[config.mk]
export PLATFORM = sky130hd
export DESIGN_NAME = reg_file_mp
export DESIGN_NICKNAME = d
export VERILOG_FILES = /design/src/rtl/reg_file_mp.sv
export SDC_FILE = /design/constraint.sdc
export NUM_CORES = 2
export LEC_CHECK = 0
export CAP_MARGIN = 20
export CORE_ASPECT_RATIO = 0.5
export CORE_MARGIN = 5
export CORE_UTILIZATION = 57
export CTS_CLUSTER_SIZE = 40
export DETAILED_ROUTE_END_ITERATION = 7
export GPL_ROUTABILITY_DRIVEN = 0
export PLACE_DENSITY_LB_ADDON = 0.12
export SKIP_LAST_GASP = 1
export SYNTH_ARGS = -nofsm -noshare
export SYNTH_HDL_FRONTEND = slang
export SYNTH_SLANG_ARGS = --single-unit
[constraint.sdc]
create_clock -name CLK -period 1.6 [get_ports CLK]
set_input_delay 0.16 -clock CLK [delete_from_list [all_inputs] [get_ports CLK]]
set_output_delay 0.16 -clock CLK [all_outputs]
set_load 0.01 [all_outputs]
[src/rtl/reg_file_mp.sv]
// Parametrised dual-read register file with registered reads and a per-register
// busy scoreboard. Optional macro RF_BYPASS_EN enables same-cycle write-to-read forwarding.
module reg_file_mp #(
    parameter int DATA_WIDTH = 32,
    parameter int ADDR_WIDTH = 5,
    parameter int ZERO_REG   = 1
) (
    input  logic                  CLK,
    input  logic                  RST,
    input  logic                  READ,
    input  logic [ADDR_WIDTH-1:0] ADDR_R1,
    input  logic [ADDR_WIDTH-1:0] ADDR_R2,
    output logic [DATA_WIDTH-1:0] DATA_R1,
    output logic [DATA_WIDTH-1:0] DATA_R2,
    output logic                  BUSY_R1,
    output logic                  BUSY_R2,
    input  logic                  WRITE,
    input  logic [ADDR_WIDTH-1:0] ADDR_W,
    input  logic [DATA_WIDTH-1:0] DATA_W,
    input  logic                  RESERVE,
    input  logic [ADDR_WIDTH-1:0] ADDR_RSV,
    output logic                  BUSY_ANY
);

    localparam int DEPTH = 1 << ADDR_WIDTH;

    logic [DATA_WIDTH-1:0] r_mem [DEPTH];
    logic [DEPTH-1:0]      r_busy;
    logic [DATA_WIDTH-1:0] r_data_r1;
    logic [DATA_WIDTH-1:0] r_data_r2;
    logic                  r_busy_r1;
    logic                  r_busy_r2;

    logic                  w_zero_w;
    logic                  w_zero_rsv;
    logic                  w_zero_r1;
    logic                  w_zero_r2;
    logic                  w_wr_en;
    logic                  w_rsv_en;
    logic [DEPTH-1:0]      w_busy_nxt;
    logic [DATA_WIDTH-1:0] w_rd1_data;
    logic [DATA_WIDTH-1:0] w_rd2_data;
    logic                  w_rd1_busy;
    logic                  w_rd2_busy;

    // Register 0 is hardwired only when ZERO_REG is set.
    assign w_zero_w   = (ZERO_REG != 0) && (ADDR_W   == '0);
    assign w_zero_rsv = (ZERO_REG != 0) && (ADDR_RSV == '0);
    assign w_zero_r1  = (ZERO_REG != 0) && (ADDR_R1  == '0);
    assign w_zero_r2  = (ZERO_REG != 0) && (ADDR_R2  == '0);

    assign w_wr_en  = WRITE   && !w_zero_w;
    assign w_rsv_en = RESERVE && !w_zero_rsv;

    // Reserve is applied after the write-back clear so a new producer wins.
    always_comb begin
        w_busy_nxt = r_busy;
        if (w_wr_en) begin
            w_busy_nxt[ADDR_W] = 1'b0;
        end
        if (w_rsv_en) begin
            w_busy_nxt[ADDR_RSV] = 1'b1;
        end
    end

    always_comb begin
        w_rd1_data = r_mem[ADDR_R1];
        w_rd1_busy = r_busy[ADDR_R1];
        w_rd2_data = r_mem[ADDR_R2];
        w_rd2_busy = r_busy[ADDR_R2];
`ifdef RF_BYPASS_EN
        if (w_wr_en && (ADDR_W == ADDR_R1)) begin
            w_rd1_data = DATA_W;
            w_rd1_busy = w_busy_nxt[ADDR_R1];
        end
        if (w_wr_en && (ADDR_W == ADDR_R2)) begin
            w_rd2_data = DATA_W;
            w_rd2_busy = w_busy_nxt[ADDR_R2];
        end
`endif
        if (w_zero_r1) begin
            w_rd1_data = '0;
            w_rd1_busy = 1'b0;
        end
        if (w_zero_r2) begin
            w_rd2_data = '0;
            w_rd2_busy = 1'b0;
        end
    end

    always_ff @(posedge CLK or negedge RST) begin
        if (!RST) begin
            for (int i = 0; i < DEPTH; i++) begin
                r_mem[i] <= '0;
            end
        end else if (w_wr_en) begin
            r_mem[ADDR_W] <= DATA_W;
        end
    end

    always_ff @(posedge CLK or negedge RST) begin
        if (!RST) begin
            r_busy <= '0;
        end else begin
            r_busy <= w_busy_nxt;
        end
    end

    always_ff @(posedge CLK or negedge RST) begin
        if (!RST) begin
            r_data_r1 <= '0;
            r_data_r2 <= '0;
            r_busy_r1 <= 1'b0;
            r_busy_r2 <= 1'b0;
        end else if (READ) begin
            r_data_r1 <= w_rd1_data;
            r_data_r2 <= w_rd2_data;
            r_busy_r1 <= w_rd1_busy;
            r_busy_r2 <= w_rd2_busy;
        end
    end

    assign DATA_R1  = r_data_r1;
    assign DATA_R2  = r_data_r2;
    assign BUSY_R1  = r_busy_r1;
    assign BUSY_R2  = r_busy_r2;
    assign BUSY_ANY = |r_busy;

endmodule

==> flow_metrics.py <==
metrics = {
    "run_status": {
        "outcome": "finished with violations",
        "violations": "setup timing",
    },
    "worst_hold_path": {
        "worstHoldPathCells": 4,
        "min-delay-start": "ADDR_R1[2]",
        "endpoint_of_the_worst_hold_path": "DATA_R1[19]$_DFFE_PN0P_",
        "hold_path.class": "in2reg",
    },
    "timing": {
        "timing.final.hold_violations": 0,
        "maxClockFrequency_mhz": 446,
        "drv_slew": 0,
        "layout_worst_path_cycle_share_pct": 140,
        "finalClockSkew_ns": 0.0174,
        "timing.setup.tns_ns": -6.52,
        "timing.max_slew.rel_slack_pct": 49.0,
        "period_minus_slack_ns": 2.24,
        "grt_setup_unrepaired": "yes",
        "worst_pin_slew_ns": 0.764,
        "setup_ws_ns": -0.642,
        "setup-violations-final": 65,
    },
    "clock_network": {
        "clk_path_buf_depth": 3,
        "clock_insertion_delay_worst_skew_ns": 0.72,
        "cts.root.buffer_cell": "clkbuf_16",
        "ctsHtreeMaxLevel": 3,
        "clkSlewWorstSetupHoldPaths_ns": 0.07,
        "tritoncts_num_sinks": 1122,
        "cts_buffers": 102,
        "cts_tree": "yes",
    },
    "power_and_ir_drop": {
        "power_density_nw_per_um2": 1160,
        "comb_power_share_pct": 22.5,
        "switching_power_w": 0.0232,
        "seq_power_share_pct": 45.6,
        "clockPowerShare_pct": 31.9,
        "power.static_leakage_nw": 31.7,
        "power_switching_share_pct": 28.0,
        "total_power_w": 0.0829,
        "vdd.ir_drop.worst_v": 0.000967,
        "internal-power_w": 0.0597,
    },
    "die": {
        "die-area_um2": 110000,
        "rows": 83,
        "chipHeight_um": 237,
        "floorplan.initialDensity_pct": 57.3,
        "die_width_um": 463,
        "io-pin-count": 124,
        "fp.coreArea_um2": 102000,
    },
    "job": {
        "max_cap_viol_count": 0,
    },
    "synthesis": {
        "yosysSeqAreaShare_pct": 47.9,
        "top_reg_cell_synth": "dfrtp_1",
        "async_flop_share_pct": 100,
        "synth.area.top_cells": "dfrtp_1, mux2_2, mux4_2",
        "yosys.cell_types.count": 43,
        "netlist.area_leader.share_pct": 47.9,
        "yosysMostFrequentCell": "dfrtp_1",
        "synthesis.nets": 4233,
        "combined_area_of_all_synthesized_cells_um2": 58600,
        "synth.top_cells.by_count": "dfrtp_1, mux2_2, mux2i_1, mux4_2, clkbuf_1",
        "synth.largest_area_cell": "dfrtp_1",
        "synth_enable_flop_cells": 0,
        "number_of_warnings_printed_during_yosys_synthesis": 0,
        "cells_after_synthesis": 4176,
        "ys_seq_elements": 1122,
        "synth_area_per_cell_um2": 14.0,
    },
    "place": {
        "hpwlAfterDp_um": 134000,
        "port_buffers": 123,
    },
    "critical_path": {
        "startpoint": "r_busy[16]$_DFF_PN0_",
        "cp.required_ns": 1.44,
        "r2r.worst_path.cells": 4,
        "worstPathArrival_ns": 2.08,
        "worstPathMaxFanout": 2,
        "worstReg2RegStart": "r_mem[512]$_DFFE_PN0P_",
        "setup.worst_path.class": "reg2out",
        "element_type_at_the_critical_path_start": "flop",
        "end_kind": "output pin",
        "worstReg2RegEnd": "DATA_R1[0]$_DFFE_PN0P_",
        "worst-r2r-setup-slack_ns": -0.19,
    },
    "final_layout": {
        "layout-area-overhead-vs-synth_pct": 22.2,
        "drive_above_1_share_pct": 48.8,
        "nets": 4591,
        "num-fill-cells": 6907,
        "area_of_the_multi_input_gates_um2": 30300,
        "area.sequential_um2": 28100,
    },
    "drt": {
        "drt_first_pass_iters": 5,
        "drcViolationCount": 0,
        "drt_wl_total_um": 196000,
        "count_of_vias_placed_by_the_detailed_router": 41500,
        "post_route_antenna_net_violation_count": 0,
        "mean_number_of_vias_per_cell": 6.94,
        "drt-initial-drc-count": 4157,
        "routed_wire_length_per_instance_um": 32.8,
    },
    "global_routing": {
        "overflow_left_after_global_routing": 0,
        "vias_in_the_first_global_route": 43300,
        "antenna_violations_before_repair": 4,
        "global_route.usage.total_pct": 35.8,
        "grt_pass1_wl_um": 293000,
        "grt_max_degree": 60,
    },
}
==> sequential cells by signal (all words and copies together) (netlist names) <==
register	flops
r_mem	1024
DATA_R1	32
BUSY_R1	1
DATA_R2	32
r_busy	32
BUSY_R2	1
==> power groups by stage <==
| stage | combinational [W] | clock [W] | sequential (W) |
|---|---|---|---|
| floorplan | 0.0128 | 0 | 0.0368 |
| global placement | 0.0180 | 0 | 0.0375 |
| detailed placement | 0.0184 | 0 | 0.0381 |
| CTS | 0.0186 | 0.0267 | 0.0376 |
| global route | 0.0199 | 0.0279 | 0.0383 |
| finish | 0.0186 | 0.0265 | 0.0378 |
==> worst max-delay path, stage by stage (launching register included) <==
cell and delay [ns]:
dfrtp_1 0.39, nor4_2 0.34, buf_4 0.17, nand4_1 0.08, or2_4 0.26, buf_2 0.14
==> cells in the final DEF, fill, tap and decap left out, drive strengths merged, types with 3 or more instances in the layout <==
cell type | netlist | final
or3 | 4 | 4
clkdlybuf4s50 | 0 | 45
or4 | 66 | 66
nand3b | 6 | 6
inv | 4 | 8
clkinv | 2 | 18
dfrtp | 1122 | 1122
nor2b | 6 | 6
nand4 | 4 | 4
nand2 | 17 | 17
nand4b | 4 | 4
nor3 | 11 | 11
a2111oi | 68 | 68
or3b | 4 | 4
mux2 | 1058 | 1058
or2 | 4 | 4
clkdlybuf4s15 | 0 | 34
mux4 | 334 | 334
o22ai | 131 | 131
nand2b | 79 | 79
clkbuf | 267 | 154
nor4 | 13 | 13
a21oi | 64 | 64
o2bb2ai | 3 | 3
o211ai | 64 | 64
mux2i | 390 | 390
o21ai | 25 | 25
bufinv | 0 | 11
nand3 | 6 | 6
buf | 188 | 624
a22o | 73 | 73
nor2 | 146 | 146
dlygate4sd3 | 0 | 4
==> per-stage QoR <==
stage               instances  utilization, %  setup WS [ns]  hold WS [ns]  cell area [um2]
floorplan                4176               -         -0.167        -0.136            60400
global placement         5764            66.3          -1.07         0.161            67900
detailed placement       5765            66.4         -0.782         0.153            67900
CTS                      5972            69.9         -0.614        0.0166            71500
global route             5976            70.0         -0.663        0.0672            71600
finish                   5977            70.0         -0.642        0.0707            71600
==> cells by family (layout without fill, tap and decap cells) <==
group,after synthesis,in the layout,share of synthesized area [%]
multiplexers,1782,1782,39.8
flip-flops,1122,1122,47.9
buffers and inverters,461,901,3.52
AO/OA/AOI/OAI,435,435,5.23
AND/OR/NAND/NOR,376,376,3.50
other,0,1,0
==> worst max path at each step <==
stage	endpoint	slack, ns	cells after the start
2_1_floorplan	DATA_R2[23]$_DFFE_PN0P_	-0.17	7
3_3_place_gp	DATA_R1[5]$_DFFE_PN0P_	-1.07	6
3_5_place_dp	DATA_R1[30]$_DFFE_PN0P_	-0.78	6
4_1_cts	BUSY_ANY	-0.61	5
5_1_grt	BUSY_ANY	-0.66	5
6_report	BUSY_ANY	-0.64	5
==> final cells by class <==
cell class	instances	area share [%]
flip-flops and latches	1122	39.3
clock buffers	154	4.31
diodes	1	0.00350
repair buffers	709	11.1
inverters	6	0.0315
well taps	1360	2.38
clock inverters	32	0.654
multi-input cells	2593	42.3
==> routing by layer <==
layer / wire length, um / track usage [%] / share of wire [%] / vias up
met4: 7650 / 13.2 / 3.9 / 0
met1: 80400 / 50.3 / 41 / 22200
li1: - / - / - / 16700
met2: 89600 / 55.4 / 46 / 2104
met3: 18500 / 8.07 / 9.4 / 448
met5: 0 / 0 / 0 / -
==> repair_timing <==
| item | 4_1_cts | 5_1_grt |
|---|---|---|
| pin swaps | 2 | 3 |
| endpoints found under the hold margin | 506 | 0 |
| hold buffers | 4 | 0 |
| endpoints found under the setup margin | 132 | 177 |
| buffers inserted | 19 | 4 |
| gates resized for setup | 237 | 6 |
No activity file was read; power rests on OpenSTA's default activity.
